==> config.mk <==
export PLATFORM = sky130hd
export DESIGN_NAME = adc_uart_framer
export DESIGN_NICKNAME = d
export VERILOG_FILES = /design/src/rtl/adc_uart_pkg.sv /design/src/rtl/adc_uart_sfifo.sv /design/src/rtl/adc_uart_framer.sv
export SDC_FILE = /design/constraint.sdc
export NUM_CORES = 1
export LEC_CHECK = 0
export ABC_AREA = 1
export CORE_MARGIN = 5
export CORE_UTILIZATION = 42
export DETAILED_ROUTE_END_ITERATION = 16
export PLACE_DENSITY = 0.68
export SLEW_MARGIN = 20
export SYNTH_ARGS = -nofsm -noshare
export SYNTH_HDL_FRONTEND = slang
export SYNTH_HIERARCHICAL = 1
export SYNTH_SLANG_ARGS = --single-unit
==> constraint.sdc <==
create_clock -name adc_uart_framer_clk -period 2.8 [get_ports adc_uart_framer_clk]
set_input_delay 0.56 -clock adc_uart_framer_clk [delete_from_list [all_inputs] [get_ports adc_uart_framer_clk]]
set_output_delay 0.56 -clock adc_uart_framer_clk [all_outputs]
set_load 0.1 [all_outputs]
==> src/rtl/adc_uart_pkg.sv <==
// Shared definitions for the ADC-to-UART framer: FSM states, frame layout and byte builder.
package adc_uart_pkg;

  typedef enum logic [2:0] {
    S_IDLE,
    S_LOAD,
    S_START,
    S_WAIT_HI,
    S_WAIT_LO
  } state_e;

  localparam logic [7:0] SYNC_BYTE_DEF = 8'hA5;
  localparam int         FRAME_LEN     = 4;
  localparam int         IDX_W         = $clog2(FRAME_LEN);

  // Frame layout: SYNC, SEQ, {ovf, sample[14:8]}, sample[7:0]; sample arrives zero-extended.
  function automatic logic [7:0] frame_byte(
    input logic [7:0]       sync,
    input logic [IDX_W-1:0] idx,
    input logic [7:0]       seq,
    input logic             ovf,
    input logic [14:0]      smp
  );
    logic [7:0] b;
    case (idx)
      2'd0:    b = sync;
      2'd1:    b = seq;
      2'd2:    b = {ovf, smp[14:8]};
      default: b = smp[7:0];
    endcase
    return b;
  endfunction

endpackage

==> src/rtl/adc_uart_sfifo.sv <==
// Synchronous sample FIFO with show-ahead read; a push into a full FIFO is accepted
// only when a pop happens in the same cycle.
module adc_uart_sfifo #(
  parameter int DATA_W = 12,
  parameter int DEPTH  = 4
) (
  input  logic              clk,
  input  logic              rst_n,
  input  logic              push_i,
  input  logic [DATA_W-1:0] wdata_i,
  input  logic              pop_i,
  output logic [DATA_W-1:0] rdata_o,
  output logic              full_o,
  output logic              empty_o
);

  localparam int             AW       = $clog2(DEPTH);
  localparam logic [AW:0]    FULL_CNT = DEPTH[AW:0];

  logic [DATA_W-1:0] mem_q [DEPTH];
  logic [AW-1:0]     wr_ptr_q;
  logic [AW-1:0]     rd_ptr_q;
  logic [AW:0]       count_q;
  logic              push_ok;
  logic              pop_ok;

  assign full_o  = (count_q == FULL_CNT);
  assign empty_o = (count_q == '0);
  assign push_ok = push_i && (!full_o || pop_i);
  assign pop_ok  = pop_i && !empty_o;
  assign rdata_o = mem_q[rd_ptr_q];

  // NOTE: storage is deliberately left out of reset; only the pointers define validity.
  always_ff @(posedge clk) begin
    if (push_ok) mem_q[wr_ptr_q] <= wdata_i;
  end

  always_ff @(posedge clk or negedge rst_n) begin
    if (!rst_n) begin
      wr_ptr_q <= '0;
      rd_ptr_q <= '0;
      count_q  <= '0;
    end else begin
      if (push_ok) wr_ptr_q <= wr_ptr_q + 1'b1;
      if (pop_ok)  rd_ptr_q <= rd_ptr_q + 1'b1;
      case ({push_ok, pop_ok})
        2'b10:   count_q <= count_q + 1'b1;
        2'b01:   count_q <= count_q - 1'b1;
        default: count_q <= count_q;
      endcase
    end
  end

endmodule

==> src/rtl/adc_uart_framer.sv <==
// Buffers ADC samples and frames each as SYNC/SEQ/HI/LO bytes for a UART transmitter
// using a start/busy byte handshake.
module adc_uart_framer
  import adc_uart_pkg::*;
#(
  parameter int         DATA_W     = 12,
  parameter int         FIFO_DEPTH = 4,
  parameter logic [7:0] SYNC_BYTE  = SYNC_BYTE_DEF,
  parameter int         BUSY_TO    = 7
) (
  input  logic              adc_uart_framer_clk,
  input  logic              adc_uart_framer_rst_n,
  input  logic              smp_valid,
  input  logic [DATA_W-1:0] smp_data,
  input  logic              tx_busy,
  output logic              tx_start,
  output logic [7:0]        tx_data,
  output logic              ovf,
  input  logic              ovf_clr,
  output logic              frame_active
);

  localparam int               TO_W     = $clog2(BUSY_TO);
  localparam logic [TO_W-1:0]  TO_LAST  = TO_W'(BUSY_TO - 1);
  localparam logic [IDX_W-1:0] IDX_LAST = IDX_W'(FRAME_LEN - 1);

  state_e            state_q;
  logic [IDX_W-1:0]  idx_q;
  logic [7:0]        seq_q;
  logic [TO_W-1:0]   to_q;
  logic [DATA_W-1:0] smp_q;
  logic              ovf_q, ovf_d;
  logic              ovf_lat_q;
  logic              tx_start_q;
  logic [7:0]        tx_data_q;
  logic              frame_active_q;

  logic              fifo_full;
  logic              fifo_empty;
  logic [DATA_W-1:0] fifo_rdata;
  logic              pop;
  logic              ovf_set;

  // Pop is combinational so the sample leaves the FIFO in the same cycle IDLE decides to start.
  assign pop     = (state_q == S_IDLE) && !fifo_empty && !tx_busy;
  assign ovf_set = smp_valid && fifo_full && !pop;
  assign ovf_d   = ovf_set || (ovf_q && !ovf_clr);

  adc_uart_sfifo #(
    .DATA_W (DATA_W),
    .DEPTH  (FIFO_DEPTH)
  ) u_fifo (
    .clk     (adc_uart_framer_clk),
    .rst_n   (adc_uart_framer_rst_n),
    .push_i  (smp_valid),
    .wdata_i (smp_data),
    .pop_i   (pop),
    .rdata_o (fifo_rdata),
    .full_o  (fifo_full),
    .empty_o (fifo_empty)
  );

  always_ff @(posedge adc_uart_framer_clk or negedge adc_uart_framer_rst_n) begin
    if (!adc_uart_framer_rst_n) ovf_q <= 1'b0;
    else                        ovf_q <= ovf_d;
  end

  always_ff @(posedge adc_uart_framer_clk or negedge adc_uart_framer_rst_n) begin
    if (!adc_uart_framer_rst_n) begin
      state_q        <= S_IDLE;
      idx_q          <= '0;
      seq_q          <= '0;
      to_q           <= '0;
      smp_q          <= '0;
      ovf_lat_q      <= 1'b0;
      tx_start_q     <= 1'b0;
      tx_data_q      <= '0;
      frame_active_q <= 1'b0;
    end else begin
      tx_start_q <= 1'b0;
      case (state_q)
        S_IDLE: begin
          if (pop) begin
            smp_q          <= fifo_rdata;
            idx_q          <= '0;
            frame_active_q <= 1'b1;
            state_q        <= S_LOAD;
          end
        end
        S_LOAD: begin
          ovf_lat_q  <= ovf_q;
          tx_data_q  <= frame_byte(SYNC_BYTE, '0, seq_q, ovf_q, 15'(smp_q));
          tx_start_q <= 1'b1;
          state_q    <= S_START;
        end
        S_START: begin
          to_q    <= '0;
          state_q <= S_WAIT_HI;
        end
        S_WAIT_HI: begin
          // A missing busy rise is treated as a sent byte so the frame can never stall.
          if (tx_busy || to_q == TO_LAST) state_q <= S_WAIT_LO;
          else                            to_q    <= to_q + 1'b1;
        end
        S_WAIT_LO: begin
          if (!tx_busy) begin
            if (idx_q == IDX_LAST) begin
              seq_q          <= seq_q + 8'd1;
              frame_active_q <= 1'b0;
              state_q        <= S_IDLE;
            end else begin
              idx_q      <= idx_q + 1'b1;
              tx_data_q  <= frame_byte(SYNC_BYTE, idx_q + 1'b1, seq_q, ovf_lat_q, 15'(smp_q));
              tx_start_q <= 1'b1;
              state_q    <= S_START;
            end
          end
        end
        default: begin
          frame_active_q <= 1'b0;
          state_q        <= S_IDLE;
        end
      endcase
    end
  end

  assign tx_start     = tx_start_q;
  assign tx_data      = tx_data_q;
  assign ovf          = ovf_q;
  assign frame_active = frame_active_q;

endmodule

* Yosys cells after proc, flatten, opt, wreduce, memory -nomap -nowiden *
Memory sizes are Yosys's and may differ from the RTL's. A register that Yosys moved wholly into a read port is not among the register bits.
Index checks and enable logic that the tools add are counted.

storage, ports and cells
  logic and storage cells = 95
  register bits = 35
  bits in writable memories = 48
  bits of input ports = 17
  latch bits = 0
  output and inout port bits = 11
  ROM bits = 0
  memories kept = 1

memory list
  memory        depth  width  rd ports  clocked after Yosys merged registers in  wr ports  RTL line              text
  u_fifo.mem_q  4      12     1         1                                        1         adc_uart_sfifo.sv:20  logic [DATA_W-1:0] mem_q [DEPTH];

cells by class
  reductions and logical operators = 31
  $mul = 0
  bitwise operators = 2
  $lt $le $gt $ge = 0
  equality and inequality tests = 17
  mux-type cells = 25
  shift operators = 0
  $add $sub $neg = 7
  divide/modulo/power cells = 0

operators with widths
  cell                                           number
  one-hot mux 8 bit (3 select lines)             1
  two-way mux 8 bit                              2
  one-hot mux 8 bit (2 select lines)             1
  one-hot mux 3 bit (5 select lines)             1
  two-way mux 3 bit                              4
  != test 2 bit, second input constant           6
  one-hot mux 3 bit (2 select lines)             2
  == test 3 bit, second input constant           3
  AND reduction 3 bit                            3
  adder 8 x 1 -> 8 bit, second input constant    1
  two-way mux 2 bit                              4
  AND reduction 4 bit                            2
  nonzero test 2 bit                             4
  logical AND 1 bit                              7
  two-way mux 1 bit                              7
  adder 2 x 1 -> 2 bit, second input constant    3
  adder 3 x 1 -> 3 bit, second input constant    2
  == test 2 bit, second input constant           3
  == test 3 x 2 -> 1 bit, second input constant  2
  logical NOT 1 bit                              6
  logical NOT 3 bit                              2
  == test 2 x 1 -> 1 bit, second input constant  2
  one-hot mux 2 bit (2 select lines)             1
  AND reduction 2 bit                            2
  other kinds (8)                                11

* Logic depth before layout (Yosys ltp) *
Gate-level depths: netlist of run 1.

  depth after elaboration = 8
  gate-level depth with buffers = 18
  gate-level depth less buffers = 17

* By module *
Netlist of run 1, hierarchy kept.

modules (own cells, without submodules)
  module           sequential area each (um^2)  area each (um^2)  cells an instance  instances
  adc_uart_sfifo   1,616.6                      2,321.0           191                1
  adc_uart_framer  1,001.0                      2,177.1           279                1

* Least setup slack after synthesis of run 1 *
Ideal clock, no wire load.

  path kind = register to register
  start point = register u_fifo.count_q[0]
  end point = register u_fifo.count_q[2]
  slack = 0.526 ns
  library setup time = 0.117 ns
  cell stages (with the launch flop) = 18
  arrival time = 2.157 ns
  buffers on the path = 1
  required time = 2.683 ns
  period minus slack after synthesis = 2.274 ns
  cell sequence = dfrtp_1 nor2_1 nand2_1 inv_1 inv_1 nand4_4 inv_2 buf_6 inv_1 nand3_2 nand2_4 ha_1 inv_1 fa_1 nand2_1 nand3_1 nand2_1 nand2_1

on the way
  cells in the longest elaborated chain, start to end = 8
  elaborated cells between the ends (all ways) = 15
  classes of those cells = 2 x add/sub; 3 x eq/ne; 1 x mux; 9 x reduce/logical

ends and longest elaborated chain
  item                                                                      RTL line               text
  start: declaration                                                        adc_uart_sfifo.sv:23   logic [AW:0] count_q;
  start signal: assignment                                                  adc_uart_sfifo.sv:47   2'b10: count_q <= count_q + 1'b1;
  start signal: assignment                                                  adc_uart_sfifo.sv:48   2'b01: count_q <= count_q - 1'b1;
  start signal: assignment                                                  adc_uart_sfifo.sv:49   default: count_q <= count_q;
  logical NOT 3 bit *                                                       adc_uart_sfifo.sv:28   assign empty_o = (count_q == '0);
  via fifo_empty                                                            adc_uart_framer.sv:39  logic fifo_empty;
  logical NOT 1 bit *                                                       adc_uart_framer.sv:45  assign pop = (state_q == S_IDLE) && !fifo_empty && !tx_busy;
  logical AND 1 bit * (2 in series)                                         adc_uart_framer.sv:45
  via pop                                                                   adc_uart_framer.sv:41  logic pop;
  logical OR 1 bit                                                          adc_uart_sfifo.sv:29   assign push_ok = push_i && (!full_o || pop_i);
  logical AND 1 bit                                                         adc_uart_sfifo.sv:29
  == test 2 x 1 -> 1 bit or == test 2 bit (tied branches)                   adc_uart_sfifo.sv:46   case ({push_ok, pop_ok})
  one-hot mux 3 bit (2 select lines) or nonzero test 2 bit (tied branches)  --

The timed path passes the listed nets; every way through them passes the cells marked *.
A chain may end at the register's enable or synchronous reset.

* Worst setup path in the final report of run 1 *
  start point = register u_fifo.count_q[0]
  end point = register u_fifo.count_q[2]

on the way
  cells in the longest elaborated chain, start to end = 8
  elaborated cells between the ends (all ways) = 15
  classes of those cells = 2 x add/sub; 3 x eq/ne; 1 x mux; 9 x reduce/logical

ends and longest elaborated chain
  item                                                                      RTL line
  logical NOT 3 bit *                                                       adc_uart_sfifo.sv:28
  via fifo_empty                                                            adc_uart_framer.sv:39
  logical NOT 1 bit *                                                       adc_uart_sfifo.sv:30, adc_uart_framer.sv:45
  logical AND 1 bit (2 in series)                                           adc_uart_framer.sv:45
  logical OR 1 bit                                                          adc_uart_sfifo.sv:29
  logical AND 1 bit                                                         adc_uart_sfifo.sv:29
  == test 2 x 1 -> 1 bit or == test 2 bit (tied branches)                   adc_uart_sfifo.sv:46
  one-hot mux 3 bit (2 select lines) or nonzero test 2 bit (tied branches)  --

Marks and branches as above.

==> flow_summary.ini, run 1 <==
[status]
status = complete, no violations

[setup_path]
critPathArrivalTime_ps = 2720
end_kind = flop
cp_data_required_time_ps = 3060
crit_cells = 16
worst-setup-path-type = reg -> reg
crit_start = u_fifo/count_q[0]$_DFFE_PN0P_
r2r_slack_ps = 340
crit_path_max_incr_delay_ps = 430
cp_top_family = simple AND/OR/NAND/NOR gates
endpoint = u_fifo/count_q[2]$_DFFE_PN0P_
critPathLaunchType = flop
crit_path_max_fanout = 7
reg2reg_depth = 16
crit_buf_inv = 5
cpMaxStageDelayCell = dfrtp_1
r2r_end = u_fifo/count_q[2]$_DFFE_PN0P_
worstReg2RegStart = u_fifo/count_q[0]$_DFFE_PN0P_
crit_path_cell_trace = nor2_1 -> nand2_1 -> inv_1 -> inv_1 -> nand4_4 -> inv_2 -> inv_1 -> nand3_2 -> nand2_4 -> ha_1 -> inv_1 -> fa_1 -> nand2_1 -> nand3_1 -> nand2_1 -> nand2_1

[logic_synthesis]
synth_compound_area_share_pct = 6.26
synth_area_per_cell_um2 = 9.57
ys_ff_latch = 95
synth_xor_area_share_pct = 1.17
synthesis.nets = 500
synth_top_family_by_area = simple AND/OR/NAND/NOR gates
synth_area_um2 = 4500
synth.area.mux_share_pct = 0
yosys.cell_types.count = 32
synthSimpleGateAreaFrac_pct = 24.1
ys_seq_area_share_pct = 58.2
synthCells = 470
synthAdderAreaFrac_pct = 3.78
yosys_warnings = 6

[flow_run]
maxCapViolations = 0

[global_routing]
track_usage_pct = 13.7
grt_max_degree = 48
grt.overflow.total = 0
antenna_found_initial = 0
grt_pass1_vias = 3071
grt_pass1_wl_mm = 14.3

[finish]
antennaDiodeCount = 0
drive_above_1_share_pct = 11.2
fillCellCount = 1008
final_cell_mix = nand2_1 (145), nor2_1 (55), edfxtp_1 (48), dfrtp_1 (47), inv_1 (39)
mostFrequentLayoutCell = nand2_1
nets = 534
synthToLayoutAreaGrowth_pct = 12.4

[clock_network]
ctsResizeCount = 0
h-tree-depth = 3
cts-root-buf = clkbuf_8
cts_buffers = 9
cts_tree = built
clock_latency_ps = 370
cts_sinks = 95
cts_setup_buffers = 0
cts_max_path_buffers = 2
clk_pin_slew_worst_paths_ps = 100
cts_hold_buf = 0

[route]
vias_per_cell = 4.72
drtPass1Iterations = 4
avgRoutedWirePerCell_um = 12.6
drtAntennaViolNets = 0
vias = 3045
drtIter0Drc = 172
drt_wl_total_mm = 8.15
drc = 0

[power]
power_density_nw_per_um2 = 977
peakVddDrop_mv = 0.728
p_leak_nw = 2.29
total_power_mw = 4.94

[die]
start_util_pct = 43.4
die_h_um = 113
die-area_um2 = 12900
num_rows = 37
ios = 28
die_w_um = 113
core_area_um2 = 10400

[place]
gp_congestion = 0.830
numPortBuffers = 27
dp_slack_ps = 126
hpwl_mm = 5.81

[hold_path]
min_path_type = in -> async

[timing]
tns_ps = 0
fmax_ghz = 0.407
fin_crit_ps = 2460
hold_viol = 0
finalSetupViolCount = 0
rsz0062_at_grt = false
fin_hold_ws_ps = 200
layout_setup_ws_ps = 342
slew-limit-headroom_pct = 51.3
worst_clock_skew_ps = 17.1
tightestPinTransition_ps = 730
period_share_pct = 87.8
slew_viol_final = 0
-- where the power goes --
group          internal, mW  total (mW)  switching (mW)  leakage [nW]
Combinational         0.594        1.92            1.32          1.14
Sequential             1.85        2.13           0.276          1.05
Clock                 0.358       0.898           0.539         0.104
-- cells in the mapped netlist, drive strengths merged --
cell type	count	area share, %
xor2	4	0.78
inv	45	4.0
nand4	4	1.2
xnor2	2	0.39
a21oi	3	0.33
clkbuf	2	0.17
o21ai	51	5.8
buf	10	2.4
nand3	30	3.8
fa	1	0.45
edfxtp	48	32
o21a	1	0.17
nand2	150	13
nor2	59	5.8
ha	12	3.3
dfrtp	47	26
nor3	1	0.11
-- per-stage QoR --
step                      util, %  cell area, µm²  cells
after global placement       46.8            4850    629
after detailed placement     46.8            4850    629
after CTS                    48.7            5050    645
after global routing         48.8            5060    645
final                        48.8            5060    645
after floorplan                 -            4500    470
-- metal layers --
layer | global-route usage, % | share of wire, % | vias to the layer above
met2 | 21.7 | 48 | 47
met5 | 0 | 0 | -
li1 | - | - | 1592
met3 | 4.03 | 4.3 | 2
met4 | 3.45 | 0.28 | 0
met1 | 18.4 | 48 | 1404
-- worst reg2reg max path, stage by stage (launching register included) --
cell and delay (ps):
dfrtp_1 430, nor2_1 210, nand2_1 150, inv_1 90, inv_1 80, nand4_4 110, inv_2 50, inv_1 70
nand3_2 120, nand2_4 120, ha_1 170, inv_1 60, fa_1 380, nand2_1 100, nand3_1 80, nand2_1 60
nand2_1 50
-- flip-flops by register name, summed over array words and instances, names as in the netlist --
| register | cells |
|---|---|
| ovf | 1 |
| frame_active | 1 |
| seq_q | 8 |
| u_fifo/count_q | 3 |
| u_fifo/mem_q | 48 |
| tx_data | 8 |
| ovf_lat_q | 1 |
| u_fifo/wr_ptr_q | 2 |
| smp_q | 12 |
| tx_start | 1 |
| state_q | 3 |
| u_fifo/rd_ptr_q | 2 |
| idx_q | 2 |
| to_q | 3 |
-- worst min-delay path by stage --
| stage | from | endpoint | depth (start not counted) |
|---|---|---|---|
| after floorplan | adc_uart_framer_rst_n | frame_active$_DFFE_PN0P_ | 0 |
| after global placement | smp_q[6]$_DFFE_PN0P_ | smp_q[6]$_DFFE_PN0P_ | 2 |
| after detailed placement | smp_q[4]$_DFFE_PN0P_ | smp_q[4]$_DFFE_PN0P_ | 2 |
| after CTS | adc_uart_framer_rst_n | u_fifo/wr_ptr_q[1]$_DFFE_PN0P_ | 1 |
| after global routing | adc_uart_framer_rst_n | u_fifo/wr_ptr_q[1]$_DFFE_PN0P_ | 1 |
| final | adc_uart_framer_rst_n | smp_q[11]$_DFFE_PN0P_ | 1 |
-- kinds of logic after synthesis --
kind of cell | Yosys count
AND/OR/NAND/NOR | 244
XOR/XNOR | 6
flip-flops | 95
buffers and inverters | 57
AO/OA/AOI/OAI | 55
adder cells (fa/ha/maj) | 13
-- final cells by class --
class | count | area (µm²) | share of cell area [%]
tap | 136 | 170 | 3.37
sequential | 95 | 2620 | 51.8
clock buffer | 9 | 124 | 2.45
multi-input combinational | 318 | 1590 | 31.4
clock inverter | 7 | 78.8 | 1.56
inverter | 45 | 179 | 3.54
timing repair buffer | 35 | 300 | 5.94
Note: power is estimated with default switching activity, not from simulation.
==> inputs of run 2 (changes only) <==
--- a/config.mk
+++ b/config.mk
@@ -8,6 +8,7 @@
 export ABC_AREA = 1
 export CORE_MARGIN = 5
 export CORE_UTILIZATION = 42
+export CTS_BUF_LIST = sky130_fd_sc_hd__clkbuf_16
 export DETAILED_ROUTE_END_ITERATION = 16
 export PLACE_DENSITY = 0.68
 export SLEW_MARGIN = 20
==> run 2 against run 1 <==
  * Design area increased by 2.0%
  * Maximum frequency about the same
  * Register-to-register slack about the same
  * Worst setup slack got worse by 2.0 ps
  * Die area unchanged
  * Core utilization increased by 0.98 points
  * Clock-buffer cell count unchanged
  * Critical endpoint unchanged
==> flow_summary.ini, run 2 (synthesis gave the netlist of run 1 again) <==
[status]
status = complete, no violations

[clock_network]
clk_pin_slew_worst_paths_ps = 70
cts_setup_buffers = 0
ctsResizeCount = 0
clock_latency_ps = 340
h-tree-depth = 3
cts-root-buf = clkbuf_16
cts_max_path_buffers = 2
cts_tree = built
cts_buffers = 9
cts_sinks = 95
cts_hold_buf = 0

[global_routing]
grt_pass1_wl_mm = 14.3
grt_pass1_vias = 3056
track_usage_pct = 13.7
antenna_found_initial = 0
grt.overflow.total = 0
grt_max_degree = 48

[setup_path]
end_kind = flop
r2r_end = u_fifo/count_q[2]$_DFFE_PN0P_
critPathArrivalTime_ps = 2690
cp_data_required_time_ps = 3030
crit_path_max_incr_delay_ps = 420
worst-setup-path-type = reg -> reg
worstReg2RegStart = u_fifo/count_q[0]$_DFFE_PN0P_
cpMaxStageDelayCell = dfrtp_1
cp_top_family = simple AND/OR/NAND/NOR gates
crit_buf_inv = 5
r2r_slack_ps = 340
crit_path_max_fanout = 7
crit_path_cell_trace = nor2_1 -> nand2_1 -> inv_1 -> inv_1 -> nand4_4 -> inv_2 -> inv_1 -> nand3_2 -> nand2_4 -> ha_1 -> inv_1 -> fa_1 -> nand2_1 -> nand3_1 -> nand2_1 -> nand2_1
critPathLaunchType = flop
reg2reg_depth = 16

[timing]
slew-limit-headroom_pct = 51.3
period_share_pct = 87.9
layout_setup_ws_ps = 340
worst_clock_skew_ps = 14.0
tns_ps = 0
tightestPinTransition_ps = 730
fmax_ghz = 0.406
slew_viol_final = 0
finalSetupViolCount = 0
hold_viol = 0
fin_hold_ws_ps = 228
rsz0062_at_grt = false
fin_crit_ps = 2460

[hold_path]
min_path_type = in -> async

[finish]
utilization_pct = 49.7
max_flop_register = u_fifo/mem_q
final_cells = 645
final_cell_mix = nand2_1 (145), nor2_1 (55), edfxtp_1 (48), dfrtp_1 (47), inv_1 (39)
mostFrequentLayoutCell = nand2_1
synthToLayoutAreaGrowth_pct = 14.7
top_regs = u_fifo/mem_q x48, smp_q x12
nets = 534
fillCellCount = 983
largest_register_ffs = 48
drive_above_1_share_pct = 11.2
antennaDiodeCount = 0

[route]
drtPass1Iterations = 4
avgRoutedWirePerCell_um = 12.7
drt_wl_total_mm = 8.17
vias = 3084
drc = 0
drtAntennaViolNets = 0
vias_per_cell = 4.78
drtIter0Drc = 159

[power]
swShare_pct = 41.5
switching_power_mw = 2.19
seq_power_share_pct = 40.4
p_leak_nw = 2.33
power_density_nw_per_um2 = 1020
peakVddDrop_mv = 0.729
p_comb_share_pct = 36.5
clkPwrFrac_pct = 23.1
intPower_mw = 3.08

[place]
post-place-cells = 629
gp_congestion = 0.830
dp_slack_ps = 126
hpwl_mm = 5.81
numPortBuffers = 27

[die]
ios = 28
die_h_um = 113
start_util_pct = 43.4
num_rows = 37
die_w_um = 113
die-area_um2 = 12900
core_area_um2 = 10400

[flow_run]
maxCapViolations = 0
## run 2: cell types whose count changed in the layout (fill, tap and decap cells not counted)
cell and change:
clkbuf_16 +9, clkbuf_8 -9
## run 2: per-stage QoR
step | instance area [µm²] | total power [mW]
2_1_floorplan | 4500 | 3.70
4_1_cts | 5150 | 5.33
3_3_place_gp | 4850 | 4.03
5_1_grt | 5160 | 5.66
6_report | 5160 | 5.27
3_5_place_dp | 4850 | 4.10
## run 2: power groups by stage
stage / combinational (mW) / sequential (mW) / clock [mW]
floorplan: 1.29 / 2.40 / 0
global placement: 1.89 / 2.14 / 0
detailed placement: 1.94 / 2.16 / 0
CTS: 1.95 / 2.13 / 1.25
global route: 2.18 / 2.18 / 1.31
finish: 1.92 / 2.13 / 1.22
## run 2: cell type report
cell class                      instances  area (µm²)  share of cell area [%]
Inverter                               45         179                    3.47
Sequential cell                        95        2620                    50.8
Multi-Input combinational cell        318        1590                    30.8
Clock inverter                          7        78.8                    1.53
Timing Repair Buffer                   35         300                    5.82
Clock buffer                            9         225                    4.37
Tap cell                              136         170                    3.30
## run 2: metal layers
| layer | wire length [µm] | vias up | share of wire [%] | track usage, % |
|---|---|---|---|---|
| li1 | - | 1594 | - | - |
| met1 | 3920 | 1440 | 48 | 18.6 |
| met2 | 3890 | 48 | 48 | 21.9 |
| met3 | 339 | 2 | 4.1 | 3.45 |
| met4 | 25 | 0 | 0.31 | 3.61 |
| met5 | 0 | - | 0 | 0 |
## run 2: worst max-delay path by stage
stage / endpoint / slack (ps) / startpoint / depth (start not counted)
5_1_grt: u_fifo/count_q[2]$_DFFE_PN0P_ / 50 / u_fifo/count_q[0]$_DFFE_PN0P_ / 16
3_5_place_dp: u_fifo/count_q[2]$_DFFE_PN0P_ / 130 / tx_busy / 14
6_report: u_fifo/count_q[2]$_DFFE_PN0P_ / 340 / u_fifo/count_q[0]$_DFFE_PN0P_ / 16
3_3_place_gp: u_fifo/count_q[2]$_DFFE_PN0P_ / 210 / tx_busy / 14
2_1_floorplan: u_fifo/count_q[2]$_DFFE_PN0P_ / 530 / u_fifo/count_q[0]$_DFFE_PN0P_ / 17
4_1_cts: u_fifo/count_q[2]$_DFFE_PN0P_ / 350 / u_fifo/count_q[0]$_DFFE_PN0P_ / 16
